==> config.mk <==
export PLATFORM = sky130hd
export DESIGN_NAME = analog_to_digital
export DESIGN_NICKNAME = d
export VERILOG_FILES = /design/src/rtl/analog_to_digital.sv
export SDC_FILE = /design/constraint.sdc
export NUM_CORES = 1
export LEC_CHECK = 0
export BUFFER_PORTS_ARGS = -buffer_cell sky130_fd_sc_hd__buf_2
export CAP_MARGIN = 0
export CORE_MARGIN = 3
export CORE_UTILIZATION = 42
export DETAILED_ROUTE_END_ITERATION = 7
export GPL_ROUTABILITY_DRIVEN = 0
export PLACE_DENSITY = 0.74
export SLEW_MARGIN = 30
export SYNTH_ARGS = -nofsm -noshare
export SYNTH_HDL_FRONTEND = slang
export SYNTH_SLANG_ARGS = --single-unit
==> constraint.sdc <==
create_clock -name clk_1MHz -period 2.1 [get_ports clk_1MHz]
set_input_delay 0.105 -clock clk_1MHz [delete_from_list [all_inputs] [get_ports clk_1MHz]]
set_output_delay 0.105 -clock clk_1MHz [all_outputs]
set_load 0.03 [all_outputs]
==> src/rtl/analog_to_digital.sv <==
// analog_to_digital: SPI ADC frame reader, 500 kHz spi_sck from clk_1MHz, 12-bit result.
// Optional macro ADC_LEADING_ZERO_CHECK_EN flags nonzero leading frame bits on frame_err.
module analog_to_digital #(
    parameter int FRAME_BITS   = 16,
    parameter int QUIET_CYCLES = 2
) (
    input  logic        clk_1MHz,
    input  logic        rst,
    input  logic        start,
    input  logic        spi_miso,
    output logic        spi_sck,
    output logic        spi_cs,
    output logic [11:0] value_out,
    output logic        value_valid,
    output logic        busy,
    output logic        frame_err
);
    localparam logic [1:0] IDLE  = 2'd0;
    localparam logic [1:0] CONV  = 2'd1;
    localparam logic [1:0] QUIET = 2'd2;
    localparam int CW = $clog2(2 * FRAME_BITS) > 4 ? $clog2(2 * FRAME_BITS) : 4;
    localparam logic [CW-1:0] CONV_LAST  = CW'(2 * FRAME_BITS - 1);
    localparam logic [CW-1:0] QUIET_LAST = CW'(QUIET_CYCLES - 1);

    logic [1:0]            r_state;
    logic [CW-1:0]         r_cnt;
    logic [FRAME_BITS-1:0] r_shift;
    logic                  r_sck;
    logic                  r_cs;
    logic                  r_valid;
    logic [11:0]           r_value;
    logic                  w_conv_end;
    logic                  w_quiet_end;
    logic                  w_go;

    assign w_conv_end  = r_state == CONV && r_cnt == CONV_LAST;
    assign w_quiet_end = r_state == QUIET && r_cnt == QUIET_LAST;
    assign w_go        = start && (r_state == IDLE || w_quiet_end);

    // r_cnt numbers CONV cycles; sck for the next cycle is high when the current one is even
    always_ff @(posedge clk_1MHz) begin
        if (rst) begin
            r_state <= IDLE;
            r_cnt   <= '0;
            r_shift <= '0;
            r_sck   <= 1'b1;
            r_cs    <= 1'b1;
            r_value <= '0;
            r_valid <= 1'b0;
        end else begin
            r_valid <= w_conv_end;
            if (w_go) begin
                r_state <= CONV;
                r_cnt   <= '0;
                r_cs    <= 1'b0;
                r_sck   <= 1'b0;
            end else if (w_conv_end) begin
                r_state <= QUIET;
                r_cnt   <= '0;
                r_cs    <= 1'b1;
                r_sck   <= 1'b1;
                r_value <= r_shift[11:0];
            end else if (r_state == CONV) begin
                r_cnt <= r_cnt + 1'b1;
                r_sck <= ~r_cnt[0];
                if (!r_cnt[0])
                    r_shift <= {r_shift[FRAME_BITS-2:0], spi_miso};
            end else if (r_state == QUIET && !w_quiet_end) begin
                r_cnt <= r_cnt + 1'b1;
            end else begin
                r_state <= IDLE;
                r_cnt   <= '0;
                r_cs    <= 1'b1;
                r_sck   <= 1'b1;
            end
        end
    end

`ifdef ADC_LEADING_ZERO_CHECK_EN
    logic r_err;

    always_ff @(posedge clk_1MHz) begin
        if (rst)
            r_err <= 1'b0;
        else if (w_conv_end)
            r_err <= |(r_shift >> 12);
    end

    assign frame_err = r_err;
`else
    assign frame_err = 1'b0;
`endif

    assign spi_sck     = r_sck;
    assign spi_cs      = r_cs;
    assign value_out   = r_value;
    assign value_valid = r_valid;
    assign busy        = r_state == CONV || r_state == QUIET;
endmodule

# [Word level (Yosys, flattened, before mapping)]
# Cells that the tools add are included.
[word_totals] latch_bits=0 wordCells=48 ff_bits=34 ramBits=0 mem_count=0 mem_bits_ro=0
[classes] magnitude_cmp=0 muxes=13 bitwise=3 n_mul=0 add_sub_neg=1 eq_ne=9 n_reduce_logical=14 n_shift=0 div_mod_pow=0
[op_table] operator="$mux 5" count=2
[op_table] operator="$mux 1" count=8
[op_table] operator="$mux 2" count=3
[op_table] operator="$ne 3x3->1 const B" count=2
[op_table] operator="$reduce_and 2->1" count=3
[op_table] operator="$add 5x1->5 const B" count=1
[op_table] operator="$eq 5x1->1 const B" count=1
[op_table] operator="$eq 5x5->1 const B" count=1
[op_table] operator="$logic_and 1x1->1" count=4
[op_table] operator="$ne 2x2->1 const B" count=2
[op_table] operator="$ne 4x4->1 const B" count=1
[op_table] operator="$reduce_and 4->1" count=1
[op_table] operator="$not 1->1" count=3
[op_table] operator="$reduce_or 3->1" count=1
[op_table] operator="$eq 2x1->1 const B" count=1
[op_table] operator="$eq 2x2->1 const B" count=1
[op_table] operator="$logic_not 2->1" count=1
[op_table] operator="$logic_or 1x1->1" count=2
[op_table] operator="$reduce_or 2->1" count=1
[op_table] operator="$logic_not 1->1" count=1

# [Longest topological paths before layout]
# Gate-level depths: netlist of the first run.
[logic_depth] ltp_word=8 mapped_depth=7 ltp_nobuf=6

# [Worst setup path before layout of the first run]
# OpenSTA, ideal clock, no wires.
[synth_timing] path_type="reg-to-reg" start="reg r_cnt[0]" end="reg r_shift[10]" n_path_buf=1 required_ns=2.028 path_slack_ns=0.105 synth_period_minus_slack_ns=1.995 arrival_time_ns=1.924 stages_incl_launch_ff=8 cell_sequence="dfxtp_1 ha_1 and3_1 ha_1 or3b_1 a211oi_4 buf_8 mux2i_1"
[synth_via] elab_chain_len=6 elab_cells_between_ends=10 classes_between="2 x eq/ne; 3 x bitwise; 5 x reduce/logical"
[synth_rtl] element="start, declared" line_no="26" source="logic [CW-1:0] r_cnt;"
[synth_rtl] element="start signal, assigned" line_no="64" source="r_cnt <= r_cnt + 1'b1;"
[synth_rtl] element="start signal, assigned" line_no="69" source="r_cnt <= r_cnt + 1'b1;"
[synth_rtl] element="$eq 5x1->1" line_no="37" source="assign w_quiet_end = r_state == QUIET && r_cnt == QUIET_LAST;"
[synth_rtl] element="$logic_and 1x1->1" line_no="37"
[synth_rtl] element="$logic_or 1x1->1" line_no="38" source="assign w_go = start && (r_state == IDLE || w_quiet_end);"
[synth_rtl] element="$logic_and 1x1->1" line_no="38"
[synth_rtl] element="$not 1->1 (no line)"
[synth_rtl] element="$reduce_and 4->1 (no line) (*)"
[synth_rtl] element="end signal, assigned" line_no="67" source="r_shift <= {r_shift[FRAME_BITS-2:0], spi_miso};"
[synth_rtl] element="end, declared" line_no="27" source="logic [FRAME_BITS-1:0] r_shift;"
# Mark *: on every way between the ends. The rest lies on a longest branch, timed or not.
# A chain may end at the register's enable or synchronous reset.

# [Worst setup path in the final report of the first run]
[layout_timing] start="reg r_cnt[1]" end="reg r_shift[6]"
# Same word-level chain as after synthesis.

==> flow_metrics.tcl, run 1 <==
set metrics [dict create \
    root_buffer "clkbuf_4" \
    final_common_cell "dfxtp_1" \
    top_usage_layer "met2" \
    vias 1020 \
    crit_required_ns 2.38 \
    hold_buffers 0 \
    drt_iter0_markers 43 \
    grt_max_degree 31 \
    critPathArrivalTime_ns 2.32 \
    overflow 0 \
    gr-usage-all-layers 0.145 \
    sw_frac_of_total 0.243 \
    dr.pass1.iters 4 \
    status "finished clean" \
    dp_slack_ns 0.0884 \
    synth_edf_count 0 \
    wl_per_cell_um 13.1 \
    fp.dieW_um 65.9 \
    met1_usage 0.167 \
    multi_input_area_um2 791 \
    grt_pass1_vias 1051 \
    clockBufferDepth 2 \
    hold_path_class "in -> reg" \
    clock_power_share 0.338 \
    cts_tree "done" \
    p_seq_frac 0.579 \
    worstMarginPinSlew_ns 0.510 \
    rows 21 \
    slew_viol_final 0 \
    port-buffer-count 19 \
    drcViolationCount 0 \
    ys_warn_count 0 \
    grt.met2_usage 0.229 \
    hold_viol 0 \
    rsz0062_at_grt "true" \
    fmax_mhz 489 \
    layout.area.seq_um2 686 \
    drt-total-wl_um 2720 \
    initial_core_util 0.445 \
    power.density_nw_per_um2 632 \
    io_pins 21 \
    vdd_drop_max_uv 469 \
    syn-cell-area_um2 1510 \
    grt_antenna_before_repair 0 \
    crit_path_start "r_cnt[1]" \
    cts_made_buffers 5 \
    clock_latency_ns 0.35 \
    cts_sinks 34 \
    drv_cap 0 \
    syn_inst 137 \
    placed_cell_area_um2 1650 \
    setup_tns_ns 0 \
    yosysUniqueCellTypes 35 \
    n_fill_cell 301 \
    grt_pass1_wl_um 4680 \
    syn2layout_area_growth_pct 18.3 \
    fin_crit_sh 0.974 \
    syn-num-nets 147 \
    finClkSkew_ns 0.00747 \
    relSlewSlack 0.659 \
    ys_ff_latch 34 \
    finalCriticalPeriod_ns 2.04 \
    comb_power_share 0.084 \
    grt_util_met3 0.0561 \
    r2r-start "r_cnt[1]" \
    synthFlopType "dfxtp_1" \
    intPower_mw 0.853 \
    die_y_um 65.9 \
    setup_ws_ns 0.0554 \
    postRouteAntennaNets 0 \
    setup_viol 0 \
    power_leakage_nw 0.702 \
    crit_type "reg -> reg" \
    switchingPower_mw 0.275 \
    mostFrequentLayoutCells "dfxtp_1 (32), nand2b_1 (25), mux2i_1 (24), buf_2 (19)" \
    ys_async_sr_fraction 0 \
    drive_gt1_frac 0.272 \
    cp-start-kind "register" \
    clk_pin_slew_ns 0.10 \
    fin_area_um2 1780 \
    seq_area_frac_synth 0.451 \
    diodes 0 \
    critPathCaptureType "register" \
    core_um2 3390 \
    hold_path.startpoint "spi_miso" \
    dieArea_um2 4340 \
    final_cells 208 \
    dp.cells 197 \
    dp_hpwl_um 1840 \
    cts_max_level 2 \
    final_nets 171 \
    syn_area_per_cell_um2 11.0 \
    critPathMaxFanout 6 \
    fin_util 0.526 \
    via_per_inst 4.90 \
]
## cells in the mapped netlist, types with 2 or more instances
library cell,n,area share
nand2_1,3,0.0075
nand2b_1,25,0.10
a211o_1,2,0.012
mux2i_1,24,0.16
nor2_1,2,0.0050
buf_4,2,0.010
dfxtp_1,34,0.45
clkbuf_1,3,0.0075
a21oi_1,2,0.0066
nor3_1,4,0.013
a211oi_4,2,0.027
inv_1,5,0.012
ha_1,6,0.050
and2_1,2,0.0083
## metal layers
metal  vias up  part of all wire
met3         7             0.042
met1       476              0.45
li1        516                 -
met5         -                 0
met2        21              0.48
met4         0             0.022
## registers in the layout, summed over array words and instances, names as in the netlist
name         flops
r_cnt            5
r_shift         12
r_state          2
spi_cs           1
spi_sck          1
value_out       12
value_valid      1
## layout make-up
class,instances,share of cell area
sequential,34,0.385
clock buffer,7,0.0309
tap,46,0.0323
inverter,5,0.0105
multi-input combinational,90,0.444
timing repair buffer,25,0.0954
clock inverter,1,0.00281
## worst max-delay path, cell delays in order, from the launching register on
cell and delay [ns]:
dfxtp_4 0.37, ha_4 0.16, and3_4 0.18, ha_4 0.15, or3b_4 0.38, a211oi_4 0.34
clkbuf_16 0.22, mux2i_1 0.18
## kinds of logic after synthesis
group | share of synthesized area
buf+inv | 0.0456
flops | 0.451
simple gates | 0.195
fa+ha+maj | 0.0498
xor+xnor | 0.0116
other cells | 0.00249
compound gates | 0.0847
mux | 0.159
## timing repair
| action | 4_1_cts | 5_1_grt |
|---|---|---|
| hold endpoints to repair | 0 | 0 |
| gates resized for setup | 0 | 9 |
| setup endpoints to repair | 0 | 12 |
| setup buffers | 0 | 2 |
## power by group through the flow
stage | sequential [mW] | combinational (mW) | clock, mW
after floorplan | 0.673 | 0.0653 | 0
after global placement | 0.668 | 0.0836 | 0
after CTS | 0.653 | 0.0867 | 0.390
after detailed placement | 0.668 | 0.0863 | 0
after global routing | 0.654 | 0.103 | 0.422
final | 0.653 | 0.0942 | 0.381
## stage by stage
stage	power [mW]	hold WS, ns
after floorplan	0.739	0.261
after global placement	0.752	0.378
after detailed placement	0.755	0.381
after CTS	1.13	0.0149
after global routing	1.18	0.0213
final	1.13	0.0213
## worst paths after layout
path                       end  slack, ns  cells past startpoint
setup / recovery    r_shift[6]       0.06                      7
hold / removal      r_shift[0]       0.02                      3
setup reg to reg    r_shift[6]       0.06                      7
hold reg to reg   value_out[9]       0.48                      2
No activity file was read; power rests on OpenSTA's default activity.
==> inputs of run 2 (changes only) <==
Settings changed: CORE_UTILIZATION 42 to 50, PLACE_DENSITY 0.74 to 0.84.
==> flow_metrics.tcl, run 2 (synthesis results as in run 1) <==
set metrics [dict create \
    status "finished clean" \
    grt_max_degree 31 \
    slew_viol_final 0 \
    p_seq_frac 0.580 \
    via_per_inst 5.32 \
    grt_pass1_vias 943 \
    dp_slack_ns 0.0770 \
    crit_required_ns 2.37 \
    n_fill_cell 230 \
    clk_pin_slew_ns 0.10 \
    root_buffer "clkbuf_4" \
    crit_path_end "r_shift[0]" \
    syn2layout_area_growth_pct 15.4 \
    dieArea_um2 3710 \
    wl_met1_um 1200 \
    dp.cells 182 \
    initial_core_util 0.537 \
    reg2reg_slack_ns 0.07 \
    ff2ff_path_depth 7 \
    final_common_cell "dfxtp_1" \
    cts_sinks 34 \
    fin_crit_sh 0.966 \
    mostFrequentLayoutCells "dfxtp_1 (32), nand2b_1 (25), mux2i_1 (24), buf_2 (19)" \
    vdd_drop_max_uv 532 \
    critPathCaptureType "register" \
    switchingPower_mw 0.275 \
    crit_path_start "r_cnt[0]" \
    crit_type "reg -> reg" \
    cp-start-kind "register" \
    vias 1016 \
    rows 19 \
    dr.pass1.iters 4 \
    critPathArrivalTime_ns 2.30 \
    cts_made_buffers 5 \
    critPathMaxFanout 6 \
    clock_latency_ns 0.34 \
    layout.area.seq_um2 683 \
    setup_ws_ns 0.0713 \
    setup_viol 0 \
    die_y_um 60.9 \
    drv_cap 0 \
    finalCriticalPeriod_ns 2.03 \
    postRouteAntennaNets 0 \
    post_cts_buffers 0 \
    fp.dieW_um 60.9 \
    r2r-start "r_cnt[0]" \
    routed.top_layer "met4" \
    clockBufferDepth 2 \
    path_buf_inv 1 \
    power.density_nw_per_um2 648 \
    wl_per_cell_um 13.2 \
    grt_antenna_before_repair 0 \
    drt-total-wl_um 2510 \
    crit_cells 7 \
    cts_max_level 2 \
    fmax_mhz 493 \
    grt_pass1_wl_um 4080 \
    io_pins 21 \
    drive_gt1_frac 0.269 \
    comb_power_share 0.083 \
    setup_tns_ns 0 \
    port-buffer-count 19 \
    slowest_stage "or3b_4" \
    power_leakage_nw 0.689 \
    clock_power_share 0.337 \
    intPower_mw 0.853 \
    dr_wl_met3_um 89 \
    dp_hpwl_um 1770 \
    dr_wl_met2_um 1160 \
    finClkSkew_ns 0.00605 \
    multi_input_area_um2 781 \
    overflow 0 \
    final_cells 191 \
    worstPathCellList "ha_4 -> and3_4 -> ha_2 -> or3b_4 -> a211oi_4 -> clkbuf_16 -> mux2i_1" \
    cts-resized-gates 0 \
    drcViolationCount 0 \
    diodes 0 \
    sw_frac_of_total 0.244 \
    r2r-end "r_shift[0]" \
    rsz0062_at_grt "false" \
    cp_top_family "simple AND/OR/NAND/NOR gates" \
    max_stage_delay_ns 0.39 \
    final_nets 169 \
    hold_path_class "in -> reg" \
    gr-usage-all-layers 0.154 \
    hold_viol 0 \
    drt_iter0_markers 31 \
    cts_tree "done" \
    hold_buffers 0 \
    core_um2 2810 \
]
## run 2: worst min-delay path by stage
stage | startpoint | endpoint | slack, ns | cells after the start
3_5_place_dp | spi_miso | r_shift[0] | 0.40 | 3
4_1_cts | spi_miso | r_shift[0] | 0.02 | 3
5_1_grt | spi_miso | r_shift[0] | 0.02 | 3
2_1_floorplan | spi_miso | r_shift[0] | 0.26 | 2
3_3_place_gp | spi_miso | r_shift[0] | 0.38 | 3
6_report | spi_miso | r_shift[0] | 0.03 | 3
## run 2: power groups by stage
stage	clock [mW]	combinational, mW	sequential [mW]
floorplan	0	0.0653	0.673
global placement	0	0.0832	0.668
detailed placement	0	0.0850	0.668
CTS	0.398	0.0859	0.654
global route	0.418	0.101	0.655
finish	0.380	0.0936	0.654
## run 2: layout make-up
type	count	share of cell area
well taps	31	0.0223
inverters	5	0.0108
clock buffers	6	0.0295
clock inverters	2	0.00719
repair buffers	23	0.0891
multi-input cells	90	0.449
flip-flops and latches	34	0.393
## run 2: worst reg2reg max path, stage by stage (launching register included)
cell       delay (ns)
dfxtp_2          0.35
ha_4             0.16
and3_4           0.17
ha_2             0.18
or3b_4           0.39
a211oi_4         0.32
clkbuf_16        0.22
mux2i_1          0.18
## run 2: layer usage
metal  vias up  GRT usage
met2        18      0.231
met1       481      0.185
met5         -          0
met3         7     0.0447
li1        510          -
met4         0      0.115
## run 2: metrics by stage
step | hold slack (ns) | cell area (um2) | utilization | power [mW]
finish | 0.0343 | 1740 | 0.620 | 1.13
global route | 0.0152 | 1740 | 0.620 | 1.17
CTS | 0.0192 | 1690 | 0.603 | 1.14
detailed placement | 0.395 | 1630 | 0.580 | 0.753
global placement | 0.377 | 1630 | 0.580 | 0.751
floorplan | 0.261 | 1510 | - | 0.739
